### src/rtl/stage_memory_pkg.sv
// Shared constants for the memory stage: access widths,
// fault codes and the bus-wait state encoding.
package stage_memory_pkg;

    localparam logic [1:0] MEMW_BYTE = 2'd0;
    localparam logic [1:0] MEMW_HALF = 2'd1;
    localparam logic [1:0] MEMW_WORD = 2'd2;

    localparam logic [1:0] FAULT_NONE     = 2'd0;
    localparam logic [1:0] FAULT_MISALIGN = 2'd1;
    localparam logic [1:0] FAULT_TIMEOUT  = 2'd2;

    typedef enum logic {
        MEMSTATE_IDLE = 1'b0,
        MEMSTATE_BUSY = 1'b1
    } memstate_e;

    // Width 3 is reserved and always treated as misaligned.
    function automatic logic is_misaligned(
        input logic [1:0] width,
        input logic [1:0] off
    );
        return (width == MEMW_HALF && off[0])
            || (width == MEMW_WORD && off != 2'b00)
            || (width == 2'd3);
    endfunction

endpackage

### src/rtl/stage_memory_align.sv
// Combinational byte-lane steering: byte enables, store-data
// replication, load lane select and sign/zero extension.
// Ports: off_i (addr[1:0]), width_i, extend_i, sdata_i (store
// source), rdata_i (bus word) -> be_o, wdata_o, ldata_o.
module stage_memory_align
    import stage_memory_pkg::*;
(
    input  logic [1:0]  off_i,
    input  logic [1:0]  width_i,
    input  logic        extend_i,
    input  logic [31:0] sdata_i,
    input  logic [31:0] rdata_i,
    output logic [3:0]  be_o,
    output logic [31:0] wdata_o,
    output logic [31:0] ldata_o
);

    logic [7:0]  lane_b;
    logic [15:0] lane_h;

    assign lane_b = rdata_i[{off_i, 3'b000} +: 8];
    assign lane_h = off_i[1] ? rdata_i[31:16] : rdata_i[15:0];

    always_comb begin
        be_o    = 4'b0000;
        wdata_o = sdata_i;
        ldata_o = 32'h0;
        case (width_i)
            MEMW_BYTE: begin
                be_o    = 4'b0001 << off_i;
                wdata_o = {4{sdata_i[7:0]}};
                ldata_o = {{24{extend_i & lane_b[7]}}, lane_b};
            end
            MEMW_HALF: begin
                be_o    = 4'b0011 << off_i;
                wdata_o = {2{sdata_i[15:0]}};
                ldata_o = {{16{extend_i & lane_h[15]}}, lane_h};
            end
            MEMW_WORD: begin
                be_o    = 4'b1111;
                wdata_o = sdata_i;
                ldata_o = rdata_i;
            end
            default: begin
                be_o    = 4'b0000;
                wdata_o = sdata_i;
                ldata_o = 32'h0;
            end
        endcase
    end

endmodule

### src/rtl/stage_memory.sv
// Memory pipeline stage: drives a single-outstanding data bus,
// stalls execute while waiting for ack, registers results.
// Ports: execute inputs (mem_*, wb_reg), stall/forward outputs,
// dbus_* request/ack bus, registered wb_* results.
module stage_memory
    import stage_memory_pkg::*;
#(
    parameter int unsigned TIMEOUT = 16
)
(
    input  logic        clk,
    input  logic        reset,
    input  logic        mem_valid,
    input  logic [31:0] mem_pc,
    input  logic [31:0] mem_data0,
    input  logic [31:0] mem_data1,
    input  logic        mem_read,
    input  logic        mem_write,
    input  logic        mem_extend,
    input  logic [1:0]  mem_width,
    input  logic [4:0]  wb_reg,
    output logic        mem_stall,
    output logic        mem_forward_valid,
    output logic [31:0] mem_forward_data,
    output logic        dbus_req,
    output logic        dbus_we,
    output logic [31:0] dbus_addr,
    output logic [3:0]  dbus_be,
    output logic [31:0] dbus_wdata,
    input  logic        dbus_ack,
    input  logic [31:0] dbus_rdata,
    output logic        wb_valid,
    output logic [31:0] wb_pc,
    output logic [31:0] wb_data,
    output logic [4:0]  wb_reg_r,
    output logic [1:0]  wb_fault
);

    localparam int CW =
        (TIMEOUT > 0) ? $clog2(TIMEOUT + 1) : 1;
    localparam logic [CW-1:0] CNT_MAX = '1;
    localparam logic [CW-1:0] CNT_TMO = CW'(TIMEOUT);

    memstate_e     state_q, state_d;
    logic [CW-1:0] cnt_q, cnt_d;

    logic        access;
    logic        misaligned;
    logic        ack_done;
    logic        tmo;
    logic        fire;
    logic [31:0] ldata;

    logic        wb_valid_q;
    logic [31:0] wb_pc_q, wb_pc_d;
    logic [31:0] wb_data_q, wb_data_d;
    logic [4:0]  wb_reg_q, wb_reg_d;
    logic [1:0]  wb_fault_q, wb_fault_d;

    assign access     = mem_read | mem_write;
    assign misaligned = access
                      & is_misaligned(mem_width, mem_data0[1:0]);

    assign dbus_req  = mem_valid & access & ~misaligned;
    assign dbus_we   = mem_write;
    assign dbus_addr = {mem_data0[31:2], 2'b00};

    assign mem_forward_valid = mem_valid & ~mem_read;
    assign mem_forward_data  = mem_data0;

    stage_memory_align u_align (
        .off_i    (mem_data0[1:0]),
        .width_i  (mem_width),
        .extend_i (mem_extend),
        .sdata_i  (mem_data1),
        .rdata_i  (dbus_rdata),
        .be_o     (dbus_be),
        .wdata_o  (dbus_wdata),
        .ldata_o  (ldata)
    );

    always_ff @(posedge clk or posedge reset) begin
        if (reset) begin
            state_q <= MEMSTATE_IDLE;
            cnt_q   <= '0;
        end else begin
            state_q <= state_d;
            cnt_q   <= cnt_d;
        end
    end

    always_comb begin
        state_d  = state_q;
        cnt_d    = cnt_q;
        ack_done = 1'b0;
        tmo      = 1'b0;
        unique case (state_q)
            MEMSTATE_IDLE: begin
                if (dbus_req) begin
                    if (dbus_ack) begin
                        ack_done = 1'b1;
                    end else begin
                        state_d = MEMSTATE_BUSY;
                        cnt_d   = CW'(1);
                    end
                end
            end
            MEMSTATE_BUSY: begin
                if (dbus_ack) begin
                    ack_done = 1'b1;
                    state_d  = MEMSTATE_IDLE;
                    cnt_d    = '0;
                end else if (TIMEOUT != 0 && cnt_q == CNT_TMO) begin
                    // Request stays high this cycle; the bus sees
                    // the following drop as abandonment.
                    tmo     = 1'b1;
                    state_d = MEMSTATE_IDLE;
                    cnt_d   = '0;
                end else if (cnt_q != CNT_MAX) begin
                    cnt_d = cnt_q + CW'(1);
                end
            end
        endcase
    end

    assign mem_stall = dbus_req & ~(ack_done | tmo);
    assign fire      = mem_valid & ~mem_stall;

    always_comb begin
        wb_fault_d = FAULT_NONE;
        if (misaligned) begin
            wb_fault_d = FAULT_MISALIGN;
        end else if (tmo) begin
            wb_fault_d = FAULT_TIMEOUT;
        end
        wb_pc_d   = mem_pc;
        wb_data_d = mem_read ? ldata : mem_data0;
        wb_reg_d  = wb_reg;
        // Faults suppress the register write.
        if (wb_fault_d != FAULT_NONE) begin
            wb_data_d = 32'h0;
            wb_reg_d  = 5'd0;
        end
    end

    always_ff @(posedge clk or posedge reset) begin
        if (reset) begin
            wb_valid_q <= 1'b0;
            wb_pc_q    <= '0;
            wb_data_q  <= '0;
            wb_reg_q   <= '0;
            wb_fault_q <= FAULT_NONE;
        end else begin
            wb_valid_q <= fire;
            if (fire) begin
                wb_pc_q    <= wb_pc_d;
                wb_data_q  <= wb_data_d;
                wb_reg_q   <= wb_reg_d;
                wb_fault_q <= wb_fault_d;
            end
        end
    end

    assign wb_valid = wb_valid_q;
    assign wb_pc    = wb_pc_q;
    assign wb_data  = wb_data_q;
    assign wb_reg_r = wb_reg_q;
    assign wb_fault = wb_fault_q;

`ifndef SYNTHESIS
    a_rw_excl: assert property (
        @(posedge clk) disable iff (reset)
        mem_valid |-> !(mem_read && mem_write)
    ) else $error("stage_memory: read and write together");

    always @(posedge clk) begin
        if (mem_stall) $display("stage_memory: stalling");
    end
`endif

endmodule

### config.mk
export PLATFORM = sky130hd
export DESIGN_NAME = stage_memory
export DESIGN_NICKNAME = d
export VERILOG_FILES = /design/src/rtl/stage_memory_pkg.sv /design/src/rtl/stage_memory_align.sv /design/src/rtl/stage_memory.sv
export SDC_FILE = /design/constraint.sdc
export NUM_CORES = 1
export LEC_CHECK = 0
export ABC_AREA = 1
export BUFFER_PORTS_ARGS = -buffer_cell sky130_fd_sc_hd__buf_2
export CAP_MARGIN = 15
export CORE_AREA = 2 2 122 124
export DETAILED_ROUTE_END_ITERATION = 7
export DIE_AREA = 0 0 124 126
export GPL_TIMING_DRIVEN = 0
export PLACE_DENSITY = 0.71
export SYNTH_ARGS = -nofsm -noshare
export SYNTH_HDL_FRONTEND = slang
export SYNTH_SLANG_ARGS = --single-unit
### constraint.sdc
create_clock -name clk -period 4.4 [get_ports clk]
set_input_delay 0.44 -clock clk [delete_from_list [all_inputs] [get_ports clk]]
set_output_delay 0.44 -clock clk [all_outputs]
set_load 0.01 [all_outputs]
Yosys cells after proc, flatten, opt, wreduce, memory -nomap -nowiden
Cells that the tools add are included.
{"block": "word_totals", "register_bits": 78, "input_bits": 142, "output_inout_bits": 176, "wordCells": 68}
{"block": "classes", "n_addsub": 1, "n_eq_ne": 8, "n_shift": 3, "muxes": 26, "n_bitwise": 15, "n_reduce_logical": 8}
{"op": "$pmux W32 S3", "n": 1}
{"op": "$mux W32", "n": 2}
{"op": "$pmux W32 S2", "n": 1}
{"op": "$shiftx A32 B6 Y8", "n": 1}
{"op": "$mux W5", "n": 6}
{"op": "$mux W16", "n": 1}
{"op": "$pmux W4 S3", "n": 1}
{"op": "$pmux W5 S2", "n": 1}
{"op": "$mux W1", "n": 9}
{"op": "$and A1 B1 Y1", "n": 8}
{"op": "$add A5 B1 Y5 const B", "n": 1}
{"op": "$eq A5 B5 Y1 const B", "n": 1}
{"op": "$ne A5 B5 Y1 const B", "n": 1}
{"op": "$not A1 Y1", "n": 5}
{"op": "$eq A2 B2 Y1 const B", "n": 2}
{"op": "$mux W2", "n": 2}
{"op": "$ne A2 B2 Y1 const B", "n": 2}
{"op": "$ne A4 B2 Y1 const B", "n": 1}
{"op": "$pmux W1 S2", "n": 2}
{"op": "$reduce_bool A2 Y1", "n": 2}
{"op": "$shl A1 B2 Y4 const A", "n": 1}
{"op": "$shl A2 B2 Y4 const A", "n": 1}
{"op": "$reduce_and A3 Y1", "n": 1}
{"op": "$eq A2 B1 Y1 const B", "n": 1}
{"op": "other kinds (4)", "n": 7}

Logic depth before layout (Yosys ltp)
Gate-level depths: netlist of run 1.
{"block": "depth", "depth_word": 14, "ltp_mapped": 13, "ltp_nobuf": 11}

Modules after synthesis
A second synthesis of run 1 with hierarchy kept.
{"block": "unflattened", "hier_cells": 812, "area_unflattened_um2": 5620.4}
{"module": "stage_memory", "instances": 1, "cells_each": 534, "area_per_inst_um2": 4345.4, "seq_area_each_um2": 1951.9}
{"module": "stage_memory_align", "instances": 1, "cells_each": 278, "area_per_inst_um2": 1275.0, "seq_area_each_um2": 0.0}

Worst setup path after synthesis of run 1
OpenSTA, ideal clock, no wires.
{"block": "synth_timing", "path_kind": "input port to output port", "start": "input port mem_width[0]", "end": "output port dbus_be[1]", "arrival_ns": 1.328, "required_ns": 3.960, "slack_ns": 2.632, "path_stages": 5, "path_buffers": 1, "cell_sequence": "inv_2 > nor2_1 > clkbuf_1 > nor2_1 > o31ai_1"}
{"block": "synth_between", "elab_chain_len": 2, "elab_cells_between_ends": 4, "cone_classes": "eq/ne (2); mux (1); reduce/logical (1)"}
{"item": "start: declaration", "line_no": "stage_memory.sv:20", "source": "input logic [1:0] mem_width,"}
{"item": "$eq A2 B2 Y1 (tied with other cells)", "line_no": "stage_memory_align.sv:28", "source": "case (width_i)"}
{"item": "$pmux W4 S3 *", "line_no": "stage_memory_align.sv:28"}
{"item": "end: declaration", "line_no": "stage_memory.sv:28", "source": "output logic [3:0] dbus_be,"}
Every way passes the cells marked *; elsewhere a longest branch is shown, timed or not.

Worst setup path after layout of run 1
Same ends and word-level chain as after synthesis.

==> impl_summary.md, run 1 <==
STA
The share of the clock period used by the worst path is 0.493. The final worst-path setup slack is ~2200 ps. The time the final worst path needs with I/O delays and setup is 2170 ps. The clock arrives with ~7.6 ps of skew. The number of failing setup endpoints in the final timing report is 0. The measured slew at the worst slew-check pin is between 700 and 800 ps. The worst slew margin relative to its limit is 0.530. The maximum clock rate is between 400 and 500 MHz.

The hold violation count in the final report came to 0. The count of pins over their slew limit came to 0. The summed negative setup slack over all endpoints is 0 ps. Setup repair after global routing left no endpoint under its margin.

Placed design
The wire-length estimate of the detail-placed layout is about 15,000 um. In this run the tool buffered the top-level ports with about 310 buffer cells. The routability-driven placement congestion ratio is between 0.9 and 1.

The pre-CTS worst setup slack is 2250 ps.

Clock network
The clock latency reported for the late side of the worst-skew pair is around 330 ps. The number of instances resized during post-cts repair is 0. The clock passes through at most 2 buffers. The number of buffers inserted by post-CTS setup repair is 0. The root buffer cell chosen for the clock tree is sky130_fd_sc_hd__clkbuf_16. TritonCTS created 9 clock buffers.

The H-tree was split into 3 levels. Clock tree synthesis found a total of just under 80 sinks. For this design, the CTS-stage hold fixing added 0 buffers. TritonCTS built the clock tree.

After clock tree synthesis, the clock-pin slew on the worst setup and hold paths is approximately 60 ps.

Cells and area
The leading cell type in the layout, fill and taps excluded is sky130_fd_sc_hd__nand2_1. Fill cells in the final layout number 1,487. The number of nets at the end of the flow is roughly 1,300. Relative to the synthesized area, the layout overhead comes to 41.1%. In the layout the commonest cells are 464 x sky130_fd_sc_hd__nand2_1, 332 x sky130_fd_sc_hd__buf_2, 78 x sky130_fd_sc_hd__dfrtp_1, 73 x sky130_fd_sc_hd__buf_4, 36 x sky130_fd_sc_hd__inv_1. Of the cells placed in the final design, the portion with a size suffix greater than 1 is 0.391.

Critical path
Of all nets on the critical path, the largest fanout is 10. For the worst setup path, the data required time is 3960 ps. The critical path is of the input port to primary output type. The signal arrival time at the worst endpoint is roughly 1700 ps.

The element type at the critical path start is an input port. STA classifies the critical path endpoint as a primary output.

Power and ir drop
The highest ir drop seen on vdd is 0.000162 V. The power density of the placed cells is ~300 mW/mm^2. The overall power is 0.00219 W. In this run the static leakage power is 4.67 nW.

Floorplanning
The die width is ~120 um. The total area inside the core boundary comes to ~0.014 mm^2. The number of rows in the core area is 44. The area of the die is between 0.015 and 0.02 mm^2. For this configuration, the core starts out at a cell density of 0.363. 318 I/O pins were placed. The die span in y is 126 um.

Synth
The number of different library cells used by synthesis comes to 32. The top cell type's share of synthesized area is 0.376. The number of warnings printed during yosys synthesis is 0. In this run, synthesis produced a sequential element count of between 70 and 80. Sorting the synthesized cells by area gives the leading types as sky130_fd_sc_hd__dfrtp_1 38%, sky130_fd_sc_hd__nand2_1 34%, sky130_fd_sc_hd__buf_4 11%.

The post-synthesis cell count is ~800. The sequential-to-total area share from yosys stat is 0.376. Of all cell types, the one taking the most synthesized area is sky130_fd_sc_hd__dfrtp_1. The netlist area before placement is 0.00519 mm^2. The average cell area after synthesis is about 6.5 um^2.

Global routing
Entering global routing, the biggest net connects 49 pins. For this run, the total global-route usage over all layers was measured as 0.229. The initial antenna violation count is 1. The overall overflow remaining after global route is 0.

The number of global-route vias before repair is roughly 5,400. The global-route wire length before repair is between 20,000 and 30,000 um.

Status
The run finished with clean final reports.

Run
Max-cap violations in this run came to 0.

Route
The post-route antenna net violation count is 0. The detailed-route wire length is between 15,000 and 20,000 um. The count of unresolved DRC violations after routing is 0. After detailed routing, the average wire length per cell comes to 14.0 um. The routed via count is around 5,900.

The number of vias per cell after detailed routing is 4.49. The first detailed-routing pass took 6 iterations. The number of violations reported at the end of detailed-routing iteration 0 is roughly 360.

Min path
The worst hold path belongs to the class input port to async pin.
[logic make-up (layout without fill, tap and decap cells)]
| kind of cell | count (synthesis) | after routing | share of synthesized area |
|---|---|---|---|
| AO/OA/AOI/OAI | 49 | 49 | 0.0583 |
| adder cells (fa/ha/maj) | 3 | 3 | 0.00723 |
| buffers and inverters | 155 | 486 | 0.174 |
| flip-flops | 78 | 78 | 0.376 |
| multiplexers | 5 | 5 | 0.00964 |
| other | 1 | 3 | 0.000722 |
| AND/OR/NAND/NOR | 503 | 503 | 0.374 |
[through the flow]
stage | hold slack [ps] | instance area, um^2 | std cells | util
floorplan | 475 | 5200 | 795 | -
global placement | 454 | 7000 | 1293 | 0.489
detailed placement | 458 | 7030 | 1294 | 0.491
CTS | 117 | 7330 | 1310 | 0.512
global route | 140 | 7330 | 1311 | 0.512
finish | 119 | 7330 | 1311 | 0.512
[final timing paths]
path                               end         start  depth (start not counted)  slack (ps)
max                         dbus_be[1]  mem_width[0]                          7        2230
min                           cnt_q[0]         reset                          2         120
max reg2reg                  wb_pc[29]      cnt_q[0]                          9        2540
min reg2reg                wb_fault[1]   wb_fault[1]                          2         470
max in group asynchronous  wb_data[27]         reset                          3        3710
min in group clk              wb_pc[4]     mem_pc[4]                          3         300
[worst max-delay path: stages]
cell and delay, ps:
sky130_fd_sc_hd__buf_2 100, sky130_fd_sc_hd__inv_2 50, sky130_fd_sc_hd__nor2_1 210, sky130_fd_sc_hd__clkbuf_1 420
sky130_fd_sc_hd__nor2_1 110, sky130_fd_sc_hd__o31ai_1 220, sky130_fd_sc_hd__buf_2 180
[metal layers]
| layer | global-route usage | wire [um] | vias to the layer above |
|---|---|---|---|
| met3 | 0.0435 | 1550 | 13 |
| met2 | 0.420 | 9290 | 254 |
| li1 | - | - | 3010 |
| met1 | 0.269 | 7230 | 2611 |
| met4 | 0.0641 | 232 | 0 |
| met5 | 0 | 0 | - |
[synthesized netlist by cell type]
cell and instances:
sky130_fd_sc_hd__nand2_1 464, sky130_fd_sc_hd__nor3b_1 1, sky130_fd_sc_hd__a21oi_1 3, sky130_fd_sc_hd__mux2i_1 5, sky130_fd_sc_hd__ha_1 3, sky130_fd_sc_hd__o21ai_0 22, sky130_fd_sc_hd__nand2_2 1, sky130_fd_sc_hd__clkinv_2 1
sky130_fd_sc_hd__buf_6 3, sky130_fd_sc_hd__o211ai_1 8, sky130_fd_sc_hd__nand3_2 1, sky130_fd_sc_hd__clkinv_1 4, sky130_fd_sc_hd__buf_2 18, sky130_fd_sc_hd__buf_4 73, sky130_fd_sc_hd__nor3_1 1, sky130_fd_sc_hd__o31ai_1 3
sky130_fd_sc_hd__nand3_1 15, sky130_fd_sc_hd__inv_2 6, sky130_fd_sc_hd__dfrtp_1 78, sky130_fd_sc_hd__o2111ai_2 1, sky130_fd_sc_hd__nand4_2 1, sky130_fd_sc_hd__nor2_1 13, sky130_fd_sc_hd__conb_1 1, sky130_fd_sc_hd__inv_1 37
sky130_fd_sc_hd__nor2_2 2, sky130_fd_sc_hd__nand4_1 3, sky130_fd_sc_hd__or2_2 1, sky130_fd_sc_hd__buf_1 2, sky130_fd_sc_hd__clkbuf_2 1, sky130_fd_sc_hd__clkbuf_1 10, sky130_fd_sc_hd__o21ai_1 4, sky130_fd_sc_hd__a22oi_1 8
[registers in the layout, summed over array words and instances (netlist names)]
register / count
cnt_q: 5
wb_valid: 1
wb_fault: 2
wb_data: 32
state_q: 1
wb_reg_r: 5
wb_pc: 32
[cell type report]
type / count / area, um^2 / area share
Tap cell: 184 / 230 / 0.0314
Multi-Input combinational cell: 562 / 2340 / 0.320
Inverter: 48 / 184 / 0.0251
Buffer: 107 / 722 / 0.0985
Clock inverter: 6 / 70.1 / 0.00956
Timing Repair Buffer: 315 / 1600 / 0.218
Clock buffer: 10 / 229 / 0.0312
Antenna cell: 1 / 2.50 / 0.000341
Sequential cell: 78 / 1950 / 0.266
[where the power goes]
group	switching (W)	total (W)	leakage, nW	internal [W]
Clock	0.000301	0.000745	0.136	0.000443
Sequential	0.0000401	0.000829	1.00	0.000789
Combinational	0.000355	0.000618	3.53	0.000262
Total	0.000697	0.00219	4.67	0.00149
Note: power is estimated with default switching activity, not from simulation.
==> run 2, diff against run 1 <==
--- a/config.mk
+++ b/config.mk
@@ -5,14 +5,14 @@
 export SDC_FILE = /design/constraint.sdc
 export NUM_CORES = 1
 export LEC_CHECK = 0
-export ABC_AREA = 1
+export ABC_AREA = 0
 export BUFFER_PORTS_ARGS = -buffer_cell sky130_fd_sc_hd__buf_2
 export CAP_MARGIN = 15
-export CORE_AREA = 2 2 122 124
+export CORE_AREA = 2 2 124 126
 export DETAILED_ROUTE_END_ITERATION = 7
-export DIE_AREA = 0 0 124 126
+export DIE_AREA = 0 0 126 128
 export GPL_TIMING_DRIVEN = 0
-export PLACE_DENSITY = 0.71
+export PLACE_DENSITY = 0.67
 export SYNTH_ARGS = -nofsm -noshare
 export SYNTH_HDL_FRONTEND = slang
 export SYNTH_SLANG_ARGS = --single-unit
==> constraint.sdc (replaced) <==
create_clock -name clk -period 2.1 [get_ports clk]
set_input_delay 0.21 -clock clk [delete_from_list [all_inputs] [get_ports clk]]
set_output_delay 0.21 -clock clk [all_outputs]
set_load 0.01 [all_outputs]
==> impl_summary.md, run 2 <==
Synth
The top cell type's share of synthesized area is 0.399 (+0.0234). The top cell type by total area after synthesis is sky130_fd_sc_hd__dfrtp_1. The async set-or-reset flop fraction in the synthesized netlist was 1.00 (unchanged). The unique cell type count in the Yosys netlist is 48 (+50%). The number of enable flip-flop cells after synthesis is 0 (unchanged). The sequential-to-total area share from yosys stat came to 0.399 (+0.0234).

The average cell area after synthesis is 9.72 um^2 (+49%). The flip-flop and latch count after synthesis was 78 (unchanged). After synthesis, the cell types taking the most area are sky130_fd_sc_hd__dfrtp_1 40%, sky130_fd_sc_hd__mux2_2 12%, sky130_fd_sc_hd__buf_4 11%.

The number of warnings printed during yosys synthesis is 0 (unchanged). In the synthesized netlist, the cells that appear most often are 78 x sky130_fd_sc_hd__dfrtp_1, 73 x sky130_fd_sc_hd__buf_4, 59 x sky130_fd_sc_hd__nand2_1. The post-synthesis cell count is 503 (-37%).

The netlist area before placement is 0.00489 mm^2 (-5.9%). The cell with the most instances after synthesis is sky130_fd_sc_hd__dfrtp_1. For this run, the leading register cell type out of synthesis is sky130_fd_sc_hd__dfrtp_1.

Cells and area
The top cell types in the final layout, fill and taps aside, are 320 x sky130_fd_sc_hd__buf_2, 78 x sky130_fd_sc_hd__dfrtp_1, 73 x sky130_fd_sc_hd__buf_4, 59 x sky130_fd_sc_hd__nand2_1, 51 x sky130_fd_sc_hd__mux2_2. The number of nets at the end of the flow was 973 (-23%). The filler cell count is 1,444 (-2.9%).

The post-route core utilization is 0.474 (-0.0385). The total inserted antenna cells is 0 (-1). The share of final-layout standard cells stronger than drive strength 1 came to 0.575 (+0.184). The leading cell type in the layout, fill and taps excluded is sky130_fd_sc_hd__buf_2. The area added between synthesis and finish is 44.0%.

Placed design
The count of input and output buffers is 313 (-0.32%). The pre-CTS worst setup slack is -318 ps (-2570 ps). The half-perimeter wire length after placement came to 14,700 um (-3.8%). The routability-driven placement congestion ratio came to 0.839 (-9.1%).

Clock network
The clock-pin slew of the registers on the worst-case setup and hold paths is 60 ps (about the same). The number of buffers created by CTS is 9 (unchanged). The clock net sink count is 78 (unchanged).

The H-tree depth is 3 (unchanged). The clock latency reported for the late side of the worst-skew pair is 340 ps (about the same). The root buffer selected by CTS is sky130_fd_sc_hd__clkbuf_16. The number of buffers inserted by post-CTS setup repair is 0 (unchanged).

The buffer levels on the longest clock path is 2 (unchanged). The clock tree from TritonCTS is built.

Global routing
The number of global-route vias before repair is 4,628 (-15%). The initial antenna violation count is 0 (-1). The overall overflow remaining after global route is 0 (unchanged).

The global-route wire length before repair is 26,400 um (-4.7%). The largest net degree at the start of global routing is 41 (-16%). The global-route usage over all layers is 0.215 (-0.0143).

Floorplanning
The die width is 126 um (+1.6%). The number of rows in the core area is 45 (+2.3%). The die span in y is 128 um (+1.6%).

The number of top-level pins is 318 (unchanged). The area of the die is 0.0161 mm^2 (+3.2%). The initial core utilization is 0.329 (-0.0339). The area inside the core boundary is 0.0149 mm^2 (+3.8%).

Route
The detailed-route wire length was 18,000 um (-1.6%). The count of unresolved DRC violations after routing is 0 (unchanged). The number of iterations in the first detailed-routing pass came to 4 (-2). The routed via count came to 5,080 (-14%).

The post-route antenna net violation count came to 0 (unchanged). The wire length on met1 came to 7150 um (-1.1%). The number of vias per cell after detailed routing is 4.98 (+11%).

The routed length on met2 came to 9270 um (-0.20%). The detail-routed net length per standard cell came to 17.6 um (+26%). The sum of met3 wire segment lengths after detailed routing is 1360 um (-12%). The number of violations reported at the end of detailed-routing iteration 0 was 292 (-20%). After detailed routing, no signal wire sits above met4.

Critical path
The maximum single-stage delay on the critical path is 510 ps (+90 ps). The worst setup path is launched from an input port. The signal arrival time at the worst endpoint is 2220 ps (+490 ps). By instance count, the cell type seen most on the critical path is sky130_fd_sc_hd__buf_2. The critical setup path kind is input port to flop. The origin of the critical flop-to-flop path is cnt_q[1]. The worst setup path is captured at a flop.

Traced cell by cell, the critical path runs through buf_2 > buf_2 > o21a_1 > or4_4 > o21ai_4 > buf_6 > mux2_2. The critical path required time is 2320 ps (-1640 ps). The largest individual stage delay along the critical path comes from the cell sky130_fd_sc_hd__or4_4. The startpoint of the most critical setup path is mem_data0[0]. The largest driver fanout on the critical path was 10 (unchanged).

Min path
The path class of the tightest hold or removal check is input port to async pin.

STA
Setup repair after global routing left no endpoint under its margin. The final setup skew is 4.27 ps (-3.31 ps). The count of pins over their slew limit was 0 (unchanged). The measured slew at the worst slew-check pin is 905 ps (+200 ps). Derived from the worst setup path, the maximum achievable clock frequency is about 500 MHz. The number of failing setup endpoints in the final timing report is 0 (unchanged).

The worst slew margin relative to its limit came to 0.395 (-0.134). The hold violation count in the final report is 0 (unchanged). The time the final worst path needs with I/O delays and setup is between 1500 and 2000 ps. The final worst-path setup slack is 103 ps (-2130 ps). Dividing the final minimum period by the clock period gives 0.951.

Power and ir drop
The power density of the placed cells was 662 mW/mm^2 (+120%). The highest ir drop seen on vdd is 0.000349 V (+120%). The static leakage power is 3.69 nW (-21%). The overall power is 0.00466 W (+110%).

Status
The flow ran to the end, and the final reports show no timing, DRC or antenna violations.

Run
The number of violations of the max-capacitance limit is 0 (unchanged).
==> run 2: changes by cell type in the layout (fill, tap and decap cells not counted), sizes merged, moves of 9 or more <==
cell / previous run / this run
a221oi: 0 / 17
inv: 45 / 11
o21ai: 26 / 43
mux2: 0 / 54
nand2: 465 / 59
buf: 411 / 399
a32o: 0 / 14
a21oi: 3 / 12
==> run 2: cell families (layout without fill, tap and decap cells) <==
kind of cell	Yosys count	after routing	share of synthesized area
buf+inv	115	444	0.150
mux	67	67	0.151
flops	78	78	0.399
compound gates	121	121	0.176
fa+ha+maj	3	3	0.00768
other cells	1	2	0.000767
simple gates	118	118	0.115
==> run 2: through the flow <==
stage	TNS, ps	instance area [um^2]	instances	hold slack [ps]
4_1_cts	0	7030	1021	68.4
3_3_place_gp	-19540	6700	1005	428
3_5_place_dp	-17740	6720	1006	429
2_1_floorplan	0	4900	504	276
5_1_grt	0	7040	1021	79.9
6_report	0	7040	1021	54.3
==> run 2: per-layer routing <==
layer / up-vias / global-route usage
met3: 14 / 0.0484
met5: - / 0
met2: 253 / 0.384
met1: 2414 / 0.257
met4: 0 / 0.0672
li1: 2399 / -
==> run 2: timing repair <==
action | 4_1_cts | 5_1_grt
setup endpoints to repair | 42 | 68
resized for setup | 6 | 11
hold buffers | 0 | 0
pin swaps | 0 | 2
endpoints found under the hold margin | 0 | 0
==> run 2: power breakdown <==
group	internal (W)	switching (W)
clock	0.000924	0.000638
combinational	0.000637	0.000689
sequential	0.00168	0.0000992
total	0.00324	0.00143
==> run 2: final cells by class <==
class                      instances  area (um^2)  area share
sequential                        78         1950       0.277
buffer                           103          702      0.0997
tap                              188          235      0.0334
inverter                          11         45.0     0.00640
clock buffer                      11          233      0.0331
clock inverter                     5         58.8     0.00835
multi-input combinational        311         2230       0.317
timing repair buffer             314         1590       0.225
==> run 2: worst max-delay path, delay by kind of cell <==
family | cells | cell delay [ps]
AOI/OAI and AO/OA | 2 | 630
and+or+nand+nor | 1 | 510
buffers and inverters | 3 | 520
muxes | 1 | 350
==> run 2: final timing paths <==
check,endpoint,slack [ps],cells past startpoint
hold reg to reg,wb_data[22],480,2
min in group clk,wb_pc[6],80,2
setup / recovery,wb_pc[12],100,7
hold / removal,wb_pc[13],50,2
max in group asynchronous,state_q,1370,3
setup reg to reg,wb_pc[12],130,7
==> run 3, diff against run 2 <==
--- a/config.mk
+++ b/config.mk
@@ -7,12 +7,12 @@
 export LEC_CHECK = 0
 export ABC_AREA = 0
 export BUFFER_PORTS_ARGS = -buffer_cell sky130_fd_sc_hd__buf_2
-export CAP_MARGIN = 15
+export CAP_MARGIN = 20
 export CORE_AREA = 2 2 124 126
 export DETAILED_ROUTE_END_ITERATION = 7
 export DIE_AREA = 0 0 126 128
 export GPL_TIMING_DRIVEN = 0
-export PLACE_DENSITY = 0.67
+export PLACE_DENSITY = 0.72
 export SYNTH_ARGS = -nofsm -noshare
 export SYNTH_HDL_FRONTEND = slang
 export SYNTH_SLANG_ARGS = --single-unit
==> impl_summary.md, run 3 (same netlist as run 2, synthesis figures left out) <==
Status
The flow ran to the end, but the final reports show violations. The final reports fail on hold timing.

STA
The measured slew at the worst slew-check pin came to 720 ps (-185 ps). The count of pins over their slew limit is 0 (unchanged). The worst slew margin relative to its limit came to 0.519 (+0.124). The number of failing setup endpoints in the final timing report is 0 (unchanged). The hold violation count in the final report is 28 (+28). The final setup skew is 7.05 ps (+2.78 ps). The time the final worst path needs with I/O delays and setup is 1980 ps (-17.0 ps).

The maximum clock rate is 505 MHz (+0.86%). The final worst-path setup slack is 120 ps (+17.0 ps). The final worst hold slack is -8.59 ps (-62.9 ps). The share of the clock period used by the worst path came to 0.943 (-0.00810).

Power and ir drop
The net switching power was 0.00144 W (+0.81%). The clock share of power came to 0.340 (+0.005). The static leakage power is 3.74 nW (+1.4%). The power share of the combinational group is 0.284 (about the same). The highest ir drop seen on vdd is 0.000355 V (+1.7%). The fraction of power spent switching nets is 0.304 (-0.00147). The overall power was 0.00472 W (+1.3%).

The share of power burned in registers is 0.376 (-0.005). The internal portion of total power is 0.00329 W (+1.5%). The power density of the placed cells came to 663 mW/mm^2 (about the same).

Critical path
Walking the worst path, the cells encountered are inv_1 > ha_1 > nor4bb_4 > nand2_2 > and3_1 > buf_2. STA classifies the critical path endpoint as a primary output. The largest driver fanout on the critical path is 5 (-5).

The signal arrival time at the worst endpoint is 1770 ps (-450 ps). The maximum single-stage delay on the critical path is 430 ps (-80 ps). The critical path required time is 1890 ps (-430 ps).

The element type at the critical path start is a flop. The slowest stage of the critical path is the sky130_fd_sc_hd__dfrtp_1 cell. The startpoint of the most critical setup path is cnt_q[1]. The critical setup path kind is flop to primary output.

The worst register-to-register path begins at cnt_q[1].

Route
The detail-routed net length per standard cell was 17.1 um (-3.3%). The post-route antenna net violation count is 0 (unchanged). The number of iterations in the first detailed-routing pass is 5 (+1). The number of vias per cell after detailed routing is 4.95 (-0.53%). The number of violations reported at the end of detailed-routing iteration 0 is 300 (+2.7%). The count of unresolved DRC violations after routing is 0 (unchanged). The routed via count is 5,078 (-0.039%).

The detailed-route wire length was 17,500 um (-2.9%).

Placed design
The routability-driven placement congestion ratio was 0.851 (+1.4%). The area after detailed placement came to 0.00675 mm^2 (+0.41%). The pre-CTS worst setup slack was -384 ps (-66.0 ps). The count of input and output buffers is 313 (unchanged). The half-perimeter wire length after placement is 14,500 um (-0.76%).

Floorplanning
The area inside the core boundary is 0.0149 mm^2 (unchanged). The initial core utilization is 0.329 (unchanged). The number of rows in the core area is 45 (unchanged). The number of top-level pins came to 318 (unchanged).

The area of the die is 0.0161 mm^2 (unchanged). The die width was 126 um (unchanged). The die span in y is 128 um (unchanged).

Clock network
The clock-pin slew of the registers on the worst-case setup and hold paths is 60 ps (about the same). The number of buffers created by CTS is 9 (unchanged). The root buffer selected by CTS is sky130_fd_sc_hd__clkbuf_16. The H-tree depth is 3 (unchanged).

The clock net sink count is 78 (unchanged). TritonCTS built the clock tree. The buffer levels on the longest clock path is 2 (unchanged).

The clock latency reported for the late side of the worst-skew pair came to 340 ps (about the same).

Cells and area
The post-route core utilization is 0.479 (+0.00581). The post-route cell area is 0.00713 mm^2 (+1.2%). The area growth from synthesis to layout is 45.8%. The share of final-layout standard cells stronger than drive strength 1 is 0.581 (+0.00612). Leaving out fill and tap cells, the most frequent cell in the layout is sky130_fd_sc_hd__buf_2. In the layout the commonest cells are 320 x sky130_fd_sc_hd__buf_2, 78 x sky130_fd_sc_hd__dfrtp_1, 75 x sky130_fd_sc_hd__buf_4, 58 x sky130_fd_sc_hd__nand2_1, 51 x sky130_fd_sc_hd__mux2_2. The number of nets at the end of the flow is 978 (+0.51%). The filler cell count is 1,453 (+0.62%). The total inserted antenna cells came to 0 (unchanged).

Min path
The worst min-delay path category is input port to async pin.

Run
The number of violations of the max-capacitance limit is 0 (unchanged).

Global routing
The global-route wire length before repair is 25,400 um (-3.6%). The number of global-route vias before repair was 4,673 (+0.97%). The global-route usage over all layers is 0.205 (-0.0104). The initial antenna violation count is 0 (unchanged). The overall overflow remaining after global route came to 0 (unchanged).

The largest net degree at the start of global routing is 31 (-24%).
## run 3: cell types whose count changed in the layout (fill, tap and decap cells not counted), sizes merged
cell      previous run  this run
buf                399       403
clkinv               1         3
clkinvlp             3         2
## run 3: final timing paths
| path | end | slack (ps) | cells after the start |
|---|---|---|---|
| max | mem_stall | 120 | 6 |
| min | wb_data[21] | -9 | 2 |
| max reg2reg | wb_data[11] | 170 | 7 |
| min reg2reg | wb_data[6] | 470 | 2 |
| max in group asynchronous | wb_data[15] | 1530 | 3 |
| min in group clk | wb_pc[5] | 90 | 2 |
## run 3: area by class of cell
| class | instances | area [um^2] | share of cell area |
|---|---|---|---|
| Clock buffer | 10 | 239 | 0.0335 |
| Tap cell | 188 | 235 | 0.0330 |
| Timing Repair Buffer | 318 | 1650 | 0.231 |
| Clock inverter | 6 | 68.8 | 0.00966 |
| Inverter | 11 | 45.0 | 0.00632 |
| Buffer | 104 | 707 | 0.0992 |
| Sequential cell | 78 | 1950 | 0.274 |
| Multi-Input combinational cell | 311 | 2230 | 0.313 |
## run 3: per-layer routing
metal  track usage  share of wire  wire length (um)
met1         0.244           0.38              6710
met2         0.369           0.52              9110
met3        0.0509          0.083              1460
met4        0.0543          0.013               221
met5             0              0                 0
## run 3: worst max-delay path, delay by kind of cell (launching register included)
kind	cells	cell delay [ps]
and+or+nand+nor	3	610
adders and majority gates	1	160
DFF	1	430
buffers and inverters	2	230
## run 3: repair_timing
item | CTS | global route
endpoints found under the setup margin | 41 | 81
pin swaps | 0 | 2
setup buffers | 0 | 3
hold buffers | 0 | 0
resized for setup | 7 | 12
## run 3: per-stage QoR
| step | setup TNS (ps) | std cells |
|---|---|---|
| after global placement | -17720 | 1005 |
| final | 0 | 1026 |
| after global routing | -12.6 | 1026 |
| after CTS | 0 | 1023 |
| after detailed placement | -17300 | 1007 |
| after floorplan | 0 | 504 |
## run 3: power groups by stage
| stage | registers (W) | clock network, W | logic [W] |
|---|---|---|---|
| floorplan | 0.00187 | 0 | 0.000652 |
| global placement | 0.00179 | 0 | 0.00132 |
| detailed placement | 0.00180 | 0 | 0.00134 |
| CTS | 0.00177 | 0.00165 | 0.00135 |
| global route | 0.00180 | 0.00169 | 0.00146 |
| finish | 0.00178 | 0.00161 | 0.00134 |
